$ cat src/rtl/modn_updown_counter_prog.sv
// Runtime-programmable modulus up/down counter.
// Supports enable, programmable step, parallel load, wrap or saturate at the
// bounds, a combinational terminal-count flag and registered one-cycle event
// pulses (wrap, saturate, illegal input). Cascade stages by feeding wrap_o
// into the next stage's en.
module modn_updown_counter_prog #(
    parameter int WIDTH       = 8,
    parameter int DEFAULT_MOD = 10,
    parameter int STEP_W      = 4
) (
    input  logic              clk,
    input  logic              reset,
    input  logic              en,
    input  logic              up_dn,
    input  logic              sat_mode,
    input  logic [STEP_W-1:0] step,
    input  logic              load,
    input  logic [WIDTH-1:0]  load_val,
    input  logic              mod_wr,
    input  logic [WIDTH-1:0]  mod_val,
    output logic [WIDTH-1:0]  count,
    output logic [WIDTH-1:0]  mod_q,
    output logic              tc,
    output logic              wrap_o,
    output logic              sat_o,
    output logic              err_o
);

    // Extended width: one bit wider than the widest operand so that
    // count+step and count+M-step can never overflow.
    localparam int EW = ((WIDTH > STEP_W) ? WIDTH : STEP_W) + 1;

    logic [WIDTH-1:0] r_count_reg, r_count_next;
    logic [WIDTH-1:0] r_mod_reg, r_mod_next;
    logic             r_wrap_reg, r_wrap_next;
    logic             r_sat_reg, r_sat_next;
    logic             r_err_reg, r_err_next;

    logic [EW-1:0] w_cnt_e;
    logic [EW-1:0] w_mod_e;
    logic [EW-1:0] w_step_e;
    logic [EW-1:0] w_up_sum;
    logic [EW-1:0] w_up_wrap;
    logic [EW-1:0] w_dn_diff;
    logic [EW-1:0] w_dn_wrap;
    logic [WIDTH-1:0] w_mod_m1;

    assign w_cnt_e   = EW'(r_count_reg);
    assign w_mod_e   = EW'(r_mod_reg);
    assign w_step_e  = EW'(step);
    assign w_up_sum  = w_cnt_e + w_step_e;
    assign w_up_wrap = w_up_sum - w_mod_e;
    assign w_dn_diff = w_cnt_e - w_step_e;
    assign w_dn_wrap = w_cnt_e + w_mod_e - w_step_e;
    assign w_mod_m1  = r_mod_reg - WIDTH'(1);

    // Next-state selection: mod_wr beats load beats en; flags default low.
    always_comb begin
        r_count_next = r_count_reg;
        r_mod_next   = r_mod_reg;
        r_wrap_next  = 1'b0;
        r_sat_next   = 1'b0;
        r_err_next   = 1'b0;
        if (mod_wr) begin
            if (mod_val < WIDTH'(2)) begin
                r_err_next = 1'b1;
            end else begin
                r_mod_next = mod_val;
                if (r_count_reg >= mod_val) begin
                    r_count_next = '0;
                end
            end
        end else if (load) begin
            if (load_val < r_mod_reg) begin
                r_count_next = load_val;
            end else begin
                r_count_next = w_mod_m1;
                r_err_next   = 1'b1;
            end
        end else if (en) begin
            if (w_step_e == '0) begin
                r_count_next = r_count_reg;
            end else if (w_step_e >= w_mod_e) begin
                r_err_next = 1'b1;
            end else if (up_dn) begin
                if (w_up_sum < w_mod_e) begin
                    r_count_next = w_up_sum[WIDTH-1:0];
                end else if (sat_mode) begin
                    r_count_next = w_mod_m1;
                    r_sat_next   = 1'b1;
                end else begin
                    r_count_next = w_up_wrap[WIDTH-1:0];
                    r_wrap_next  = 1'b1;
                end
            end else begin
                if (w_cnt_e >= w_step_e) begin
                    r_count_next = w_dn_diff[WIDTH-1:0];
                end else if (sat_mode) begin
                    r_count_next = '0;
                    r_sat_next   = 1'b1;
                end else begin
                    r_count_next = w_dn_wrap[WIDTH-1:0];
                    r_wrap_next  = 1'b1;
                end
            end
        end
    end

    // State and pulse registers with synchronous reset.
    always_ff @(posedge clk) begin
        if (reset) begin
            r_count_reg <= '0;
            r_mod_reg   <= WIDTH'(DEFAULT_MOD);
            r_wrap_reg  <= 1'b0;
            r_sat_reg   <= 1'b0;
            r_err_reg   <= 1'b0;
        end else begin
            r_count_reg <= r_count_next;
            r_mod_reg   <= r_mod_next;
            r_wrap_reg  <= r_wrap_next;
            r_sat_reg   <= r_sat_next;
            r_err_reg   <= r_err_next;
        end
    end

    assign count  = r_count_reg;
    assign mod_q  = r_mod_reg;
    assign wrap_o = r_wrap_reg;
    assign sat_o  = r_sat_reg;
    assign err_o  = r_err_reg;
    assign tc     = up_dn ? (r_count_reg == w_mod_m1) : (r_count_reg == '0);

endmodule
$ cat config.mk
export PLATFORM = sky130hd
export DESIGN_NAME = modn_updown_counter_prog
export DESIGN_NICKNAME = d
export VERILOG_FILES = /design/src/rtl/modn_updown_counter_prog.sv
export SDC_FILE = /design/constraint.sdc
export NUM_CORES = 1
export LEC_CHECK = 0
export CAP_MARGIN = 0
export CELL_PAD_IN_SITES_DETAIL_PLACEMENT = 0
export CELL_PAD_IN_SITES_GLOBAL_PLACEMENT = 1
export CORE_MARGIN = 1.5
export CORE_UTILIZATION = 44
export DETAILED_ROUTE_END_ITERATION = 6
export GPL_TIMING_DRIVEN = 1
export PLACE_DENSITY = 0.95
export SLEW_MARGIN = 40
export SYNTH_ARGS = -nofsm -noshare
export SYNTH_HDL_FRONTEND = slang
export SYNTH_SLANG_ARGS = --single-unit
export TNS_END_PERCENT = 1
$ cat constraint.sdc
create_clock -name clk -period 7.4 [get_ports clk]
set_input_delay 2.22 -clock clk [delete_from_list [all_inputs] [get_ports clk]]
set_output_delay 2.22 -clock clk [all_outputs]
set_load 0.005 [all_outputs]
==> results of run 1 <==
cell type report:
type	count	area [um2]	share of cell area
multi-input cells	322	2430	0.668
repair buffers	46	455	0.125
flip-flops and latches	19	380	0.104
inverters	56	210	0.0577
well taps	96	120	0.0330
clock buffers	4	45.0	0.0124
synthesized netlist by cell type, drive strengths merged, types with 9 or more instances:
| master | number | area, um2 |
|---|---|---|
| o211ai | 9 | 67.6 |
| inv | 56 | 210 |
| ha | 47 | 588 |
| nand2 | 34 | 128 |
| xor2 | 9 | 78.8 |
| o21ai | 23 | 115 |
| nor2 | 30 | 120 |
| dfxtp | 19 | 380 |
| xnor2 | 23 | 201 |
| a21oi | 33 | 165 |
| nor3 | 10 | 50.1 |
sequential cells by signal (all words and copies together), names as in the netlist:
| signal | cells |
|---|---|
| count | 8 |
| wrap_o | 1 |
| sat_o | 1 |
| mod_q | 8 |
| err_o | 1 |
worst reg2reg max path: cells and delay by family, from the launching register on:
family                   cells  cell delay (ns)
XOR/XNOR                     1             0.20
AO/OA/AOI/OAI                8             1.55
AND/OR/NAND/NOR              3             0.47
adder cells (fa/ha/maj)      2             0.77
flip-flops                   1             0.61
layer usage:
layer / global-route usage / routed length [um] / part of all wire / vias to the layer above
met5: 0 / 0 / 0 / -
met4: 0.0733 / 171 / 0.018 / 0
met3: 0.0267 / 534 / 0.057 / 13
met2: 0.430 / 4220 / 0.45 / 97
met1: 0.375 / 4480 / 0.48 / 1442
li1: - / - / - / 1548
stage by stage:
step,setup WS (ns),hold WS (ns),instance area (um2)
detailed placement,0.991,0.506,3600
floorplan,2.19,0.485,3080
CTS,0.985,0.517,3650
global placement,1.05,0.491,3590
finish,0.997,0.511,3640
global route,0.758,0.533,3640
layout by cell type, fill, tap and decap left out, drive strengths merged, types with 4 or more instances in the layout:
cell	netlist	routed
a211oi	4	4
inv	56	56
clkdlybuf4s50	0	45
mux2i	5	5
nand4	4	4
nand3	7	7
xnor2	23	23
nand2b	8	8
nor2	30	30
nor4	5	5
clkbuf	8	4
o211ai	9	9
ha	47	47
o22ai	5	5
a22oi	4	4
o31ai	7	7
xor2	9	9
nor3	10	10
fa	7	7
o21ai	23	23
a21oi	33	33
dfxtp	19	19
nand2	34	34
logic make-up after synthesis:
group | after synthesis
AO/OA/AOI/OAI | 120
XOR/XNOR | 32
adder cells (fa/ha/maj) | 54
buffers and inverters | 69
flip-flops | 19
multiplexers | 7
AND/OR/NAND/NOR | 109
worst max-delay path by stage:
stage / startpoint / end / slack (ns) / depth (start not counted)
after floorplan: up_dn / tc / 2.19 / 5
after global placement: up_dn / tc / 1.05 / 6
after detailed placement: up_dn / tc / 0.99 / 6
after CTS: up_dn / tc / 0.98 / 6
after global routing: up_dn / tc / 0.76 / 6
final: up_dn / tc / 1.0 / 6
where the power goes:
| part | switching (mW) | internal, mW | total [mW] |
|---|---|---|---|
| logic | 0.288 | 0.227 | 0.515 |
| registers | 0.0269 | 0.113 | 0.140 |
| clock network | 0.0393 | 0.0384 | 0.0778 |
==> results.cfg, run 1 <==
[run_status]
status = completed

[place]
routabilityCongestion = 0.896
place_inst = 539
hpwl_um = 7720
port_buffers = 46

[setup_path]
path_buf_inv = 2
cp_top_family = buffers and inverters
critPathCaptureType = primary output
worstPathRequired_ns = 5.18
crit_path_cell_trace = clkdlybuf4s50_1, nand4_1, nor4_1, nand3_1, o21ai_0, clkdlybuf4s50_1
critical_path.most_common_cell = clkdlybuf4s50_1
reg2reg_depth = 14
cp-start-kind = input pin
r2r-start = count[1]$_SDFFE_PP0P_
critical_path_class = in2out
max_stage_delay_ns = 0.75
worstPathMaxFanout = 13
cp_data_arrival_time_ns = 4.18
cp_slowest_cell = clkdlybuf4s50_1
reg2reg_slack_ns = 3.70
rr_endpoint = count[2]$_SDFFE_PP0P_

[grt]
grt_max_degree = 22
grt_overflow_total = 0
grt_pass1_wl_um = 15300
grtUsageTotal = 0.266
antenna_found_initial = 0
first_global_vias = 2926

[layout]
layoutNonFillerInstCount = 543
n_fill_cell = 679
diodes = 0
syn2layout_area_growth_pct = 18.2
layout-drive-gt1-share = 0.0358
finalNetCount = 529
final_core_util = 0.536

[route]
ant_nets = 0
drc = 0
first_pass_iters = 5
vias = 3100
drtIter0Drc = 206
via_per_inst = 5.71
wire_per_inst_um = 17.3
drt-total-wl_um = 9410

[min_path]
min_delay_worst_endpoint = mod_q[6]$_SDFFE_PP0P_
min_from = mod_q[6]$_SDFFE_PP0P_
holdPathStages = 2
hold_path_class = reg2reg

[yosys]
synth_ff_type = dfxtp_1
synth-warning-count = 0
synthAdderAreaFrac = 0.236
syn_nets = 491
seq_area_frac_synth = 0.123
synth_mux_area_frac = 0.0235
synthSimpleGateAreaFrac = 0.170
syn_area_um2 = 3080
synth_cell_type_count = 61
synthArstFlopShare = 0
synth_top_family_by_area = compound AO/OA/AOI/OAI gates
syn_avg_cell_area_um2 = 7.52
synthXorXnorAreaFrac = 0.0909
synth-edff-count = 0
ys_seq_elements = 19
synth_compound_area_frac = 0.265
synth_cells = 410

[sta]
rsz0062_at_grt = no
final.setup_skew_ns = 0.00350
setup_tns_ns = 0
fin_crit_ns = 6.40
slew_viol_final = 0
slew_headroom = 0.491
hold_violations = 0
fin_crit_sh = 0.865
fmax_mhz = 156
worstMarginPinSlew_ns = 0.757
setup_violations = 0

[clocking]
clockRootBuffer = clkbuf_8
cts_hold_buf = 0
clkSlewWorstSetupHoldPaths_ns = 0.08
cts_tree = done
clock_sinks = 19
clk_path_buf_depth = 2
h-tree-depth = 1
cts_resized = 0
clk_latency_ns = 0.26
cts-buffers-inserted = 3
cts_setup_buffers = 0

[pwr]
power.density_nw_per_um2 = 201
peakVddDrop_v = 0.000108
p_leak_nw = 1.58
total_power_mw = 0.733

[floorplan]
io_pins = 47
start_util = 0.454
fp-row-count = 30
fp.dieH_um = 86.7
die_w_um = 86.7
core_um2 = 6790
fp.dieArea_um2 = 7520

[job]
max_cap_viol_count = 0
No activity file was read; power rests on OpenSTA's default activity.
==> run 2: changes to the inputs <==
Settings changed: CORE_UTILIZATION 44 to 43, DONT_BUFFER_PORTS set to 1, PLACE_DENSITY 0.95 to 0.87.
Clock period 7.4 ns to 5.16 ns, I/O delays scaled along.
==> results.cfg, run 2 (same netlist as run 1, synthesis figures left out) <==
[layout]
layout-drive-gt1-share = 0.0372
mostFrequentLayoutCell = inv_1
stdcell_area_um2 = 3190
n_fill_cell = 717
syn2layout_area_growth_pct = 3.57
mostFrequentLayoutCells = 56 x inv_1, 47 x ha_1, 34 x nand2_1
diodes = 0
finalNetCount = 485

[grt]
grt_overflow_total = 0
first_global_vias = 2805
grt_max_degree = 22
antenna_found_initial = 0
grtUsageTotal = 0.246
grt_pass1_wl_um = 14600

[floorplan]
fp-row-count = 30
start_util = 0.449
io_pins = 47
die_w_um = 87.7
core_um2 = 6870
fp.dieArea_um2 = 7690
fp.dieH_um = 87.7

[sta]
slew_headroom = 0.496
hold_violations = 0
worstMarginPinSlew_ns = 0.746
slew_viol_final = 0
fin_crit_sh = 0.862
final.setup_skew_ns = 0.00779
fin_crit_ns = 4.45
setup_tns_ns = 0
fmax_mhz = 225
rsz0062_at_grt = no
setup_violations = 0

[pwr]
p_leak_nw = 1.42
power.density_nw_per_um2 = 309
total_power_mw = 0.987
peakVddDrop_v = 0.000131

[route]
drc = 0
first_pass_iters = 5
drt-total-wl_um = 9030
drtIter0Drc = 201
ant_nets = 0
via_per_inst = 5.92
wire_per_inst_um = 18.1
vias = 2953

[clocking]
cts-buffers-inserted = 3
clock_sinks = 19
cts_hold_buf = 0
cts_resized = 0
clockRootBuffer = clkbuf_8
clkSlewWorstSetupHoldPaths_ns = 0.08
h-tree-depth = 1
clk_latency_ns = 0.26
cts_tree = done
cts_setup_buffers = 0
clk_path_buf_depth = 2

[place]
placed_area_um2 = 3150
routabilityCongestion = 0.949
hpwl_um = 7400
port_buffers = 0

[setup_path]
worstPathRequired_ns = 5.30
critPathCaptureType = flip-flop
reg2reg_depth = 14
worstPathMaxFanout = 7
cp_data_arrival_time_ns = 4.58
cp-start-kind = input pin
critical_path_class = in2reg

[min_path]
hold_path_class = reg2reg
holdPathStages = 2

[run_status]
status = completed

[job]
max_cap_viol_count = 0
## run 2: changes by cell type in the layout (fill, tap and decap cells not counted)
cell / change
a21oi_1: +1
a21oi_2: -1
buf_2: -1
buf_4: +2
clkdlybuf4s50_1: -45
nor4_1: +1
nor4_2: -1
## run 2: cell type report
type                            count  area (um2)  area share
Inverter                           56         210      0.0658
Sequential cell                    19         380       0.119
Clock buffer                        4        45.0      0.0141
Multi-Input combinational cell    322        2420       0.759
Timing Repair Buffer                2        15.0     0.00470
Tap cell                           96         120      0.0376
## run 2: final timing paths
check | slack [ns] | endpoint | start
setup / recovery | 0.71 | count[5]$_SDFFE_PP0P_ | step[2]
hold / removal | 0.53 | mod_q[6]$_SDFFE_PP0P_ | mod_q[6]$_SDFFE_PP0P_
setup reg to reg | 1.40 | count[5]$_SDFFE_PP0P_ | count[1]$_SDFFE_PP0P_
hold reg to reg | 0.53 | mod_q[6]$_SDFFE_PP0P_ | mod_q[6]$_SDFFE_PP0P_
## run 2: through the flow
step           utilization  hold slack [ns]  instances  setup WS [ns]
5_1_grt              0.465            0.544        499          0.434
3_3_place_gp         0.458            0.502        495          0.663
2_1_floorplan            -            0.485        410          0.916
3_5_place_dp         0.458            0.515        495          0.520
6_report             0.465            0.528        499          0.712
4_1_cts              0.465            0.528        499          0.811
## run 2: critical path: stages
cell and delay, ns:
inv_1 0.02, ha_1 0.37, nand2b_1 0.17, a21oi_1 0.25, nor2_1 0.11, nor3_1 0.19
xnor2_1 0.12, ha_1 0.38, nand2_1 0.07, o21ai_0 0.16, a41oi_1 0.11, o211ai_1 0.48
nand2_1 0.24, nor3_1 0.25, o31ai_1 0.10
## run 2: per-layer routing
metal / GRT usage / routed length [um] / part of all wire
met5: 0 / 0 / 0
met2: 0.404 / 4190 / 0.46
met1: 0.334 / 4100 / 0.45
met4: 0.0722 / 234 / 0.026
met3: 0.0358 / 513 / 0.057
## run 2: power by group
| part | internal (mW) | switching [mW] |
|---|---|---|
| sequential | 0.162 | 0.0437 |
| combinational | 0.282 | 0.388 |
| clock | 0.0551 | 0.0552 |
==> run 3: changes to the inputs <==
Settings changed: CORE_MARGIN 1.5 to not set.
==> results.cfg, run 3 (same netlist as run 1, synthesis figures left out) <==
[job]
max_cap_viol_count = 0

[route]
drc = 0
drt-total-wl_um = 8890
dr_wl_met3_um = 545
ant_nets = 0
wl_met1_um = 4020
first_pass_iters = 5
drtIter0Drc = 238
routed.top_layer = met4
via_per_inst = 5.90
wire_per_inst_um = 17.8
wl_met2_um = 4090
vias = 2944

[pwr]
power.density_nw_per_um2 = 308
peakVddDrop_v = 0.000130
p_leak_nw = 1.42

[place]
routabilityCongestion = 0.971
placed_area_um2 = 3150
hpwl_um = 7300
port_buffers = 0

[clocking]
cts_hold_buf = 0
clk_path_buf_depth = 2
h-tree-depth = 1
clockRootBuffer = clkbuf_8
clkSlewWorstSetupHoldPaths_ns = 0.08
cts_resized = 0
cts_setup_buffers = 0
clock_sinks = 19
cts_tree = done
cts-buffers-inserted = 3
clk_latency_ns = 0.26

[setup_path]
critical_path_class = in2reg
cp-start-kind = input pin
worstPathMaxFanout = 7
critPathCaptureType = flip-flop
cp_data_arrival_time_ns = 4.53
worstPathRequired_ns = 5.32

[grt]
grt_pass1_wl_um = 14400
grt_overflow_total = 0
grt_max_degree = 22
grtUsageTotal = 0.251
antenna_found_initial = 0
first_global_vias = 2797

[sta]
fin_crit_sh = 0.845
slew_headroom = 0.581
rsz0062_at_grt = no
slew_viol_final = 0
hold_violations = 0
setup_tns_ns = 0
setup_violations = 0
final.setup_skew_ns = 0.00343
fmax_mhz = 229
worstMarginPinSlew_ns = 0.621
fin_crit_ns = 4.36

[floorplan]
core_um2 = 6870
fp.dieH_um = 86.7
start_util = 0.449
fp-row-count = 30
die_w_um = 86.7
io_pins = 47
fp.dieArea_um2 = 7510

[layout]
diodes = 0
mostFrequentLayoutCell = inv_1
syn2layout_area_growth_pct = 3.57
finalNetCount = 485
layout-drive-gt1-share = 0.0372
stdcell_area_um2 = 3190
mostFrequentLayoutCells = 56 x inv_1, 47 x ha_1, 34 x nand2_1

[run_status]
status = completed

[min_path]
hold_path_class = reg2reg
run 3: cell counts in the layout (fill, tap and decap cells not counted):
Identical to the previous run, type by type.
run 3: per-stage QoR:
step / setup WS, ns / hold WS [ns] / utilization / total power [mW] / instances
after CTS: 0.840 / 0.530 / 0.465 / 0.978 / 499
after detailed placement: 0.582 / 0.517 / 0.458 / 0.863 / 495
final: 0.798 / 0.523 / 0.465 / 0.983 / 499
after global placement: 0.621 / 0.502 / 0.458 / 0.856 / 495
after floorplan: 0.916 / 0.485 / - / 0.738 / 410
after global routing: 0.458 / 0.556 / 0.465 / 1.08 / 499
run 3: final timing paths:
path	startpoint	end	slack (ns)	depth (start not counted)
max	step[2]	count[7]$_SDFFE_PP0P_	0.80	15
min	mod_q[6]$_SDFFE_PP0P_	mod_q[6]$_SDFFE_PP0P_	0.52	2
max reg2reg	count[1]$_SDFFE_PP0P_	count[5]$_SDFFE_PP0P_	1.46	14
min reg2reg	mod_q[6]$_SDFFE_PP0P_	mod_q[6]$_SDFFE_PP0P_	0.52	2
run 3: metal layers:
layer / track usage / vias to the layer above
met2: 0.417 / 98
met4: 0.0788 / 0
met1: 0.331 / 1377
li1: - / 1449
met3: 0.0429 / 20
met5: 0 / -
run 3: power breakdown:
| part | switching, mW | total, mW | leakage [nW] | internal [mW] |
|---|---|---|---|---|
| logic | 0.385 | 0.666 | 1.24 | 0.281 |
| clock network | 0.0560 | 0.111 | 0.0228 | 0.0551 |
| registers | 0.0433 | 0.206 | 0.156 | 0.162 |
run 3: critical path: stages:
cell and delay [ns]:
inv_1 0.02, ha_1 0.37, nand2b_1 0.18, a21oi_1 0.23, nor2_1 0.10, nor3_1 0.19, xnor2_1 0.19, ha_1 0.33
a21oi_1 0.13, o21ai_0 0.09, a41oi_1 0.35, o2111ai_1 0.35, nor2_1 0.20, a211oi_1 0.07, a31o_1 0.18
run 3: layout make-up:
| cell class | count | area, um2 |
|---|---|---|
| fill | 718 | 3680 |
| multi-input combinational | 322 | 2420 |
| sequential | 19 | 380 |
| inverter | 56 | 210 |
| tap | 96 | 120 |
| clock buffer | 4 | 45.0 |
| timing repair buffer | 2 | 15.0 |
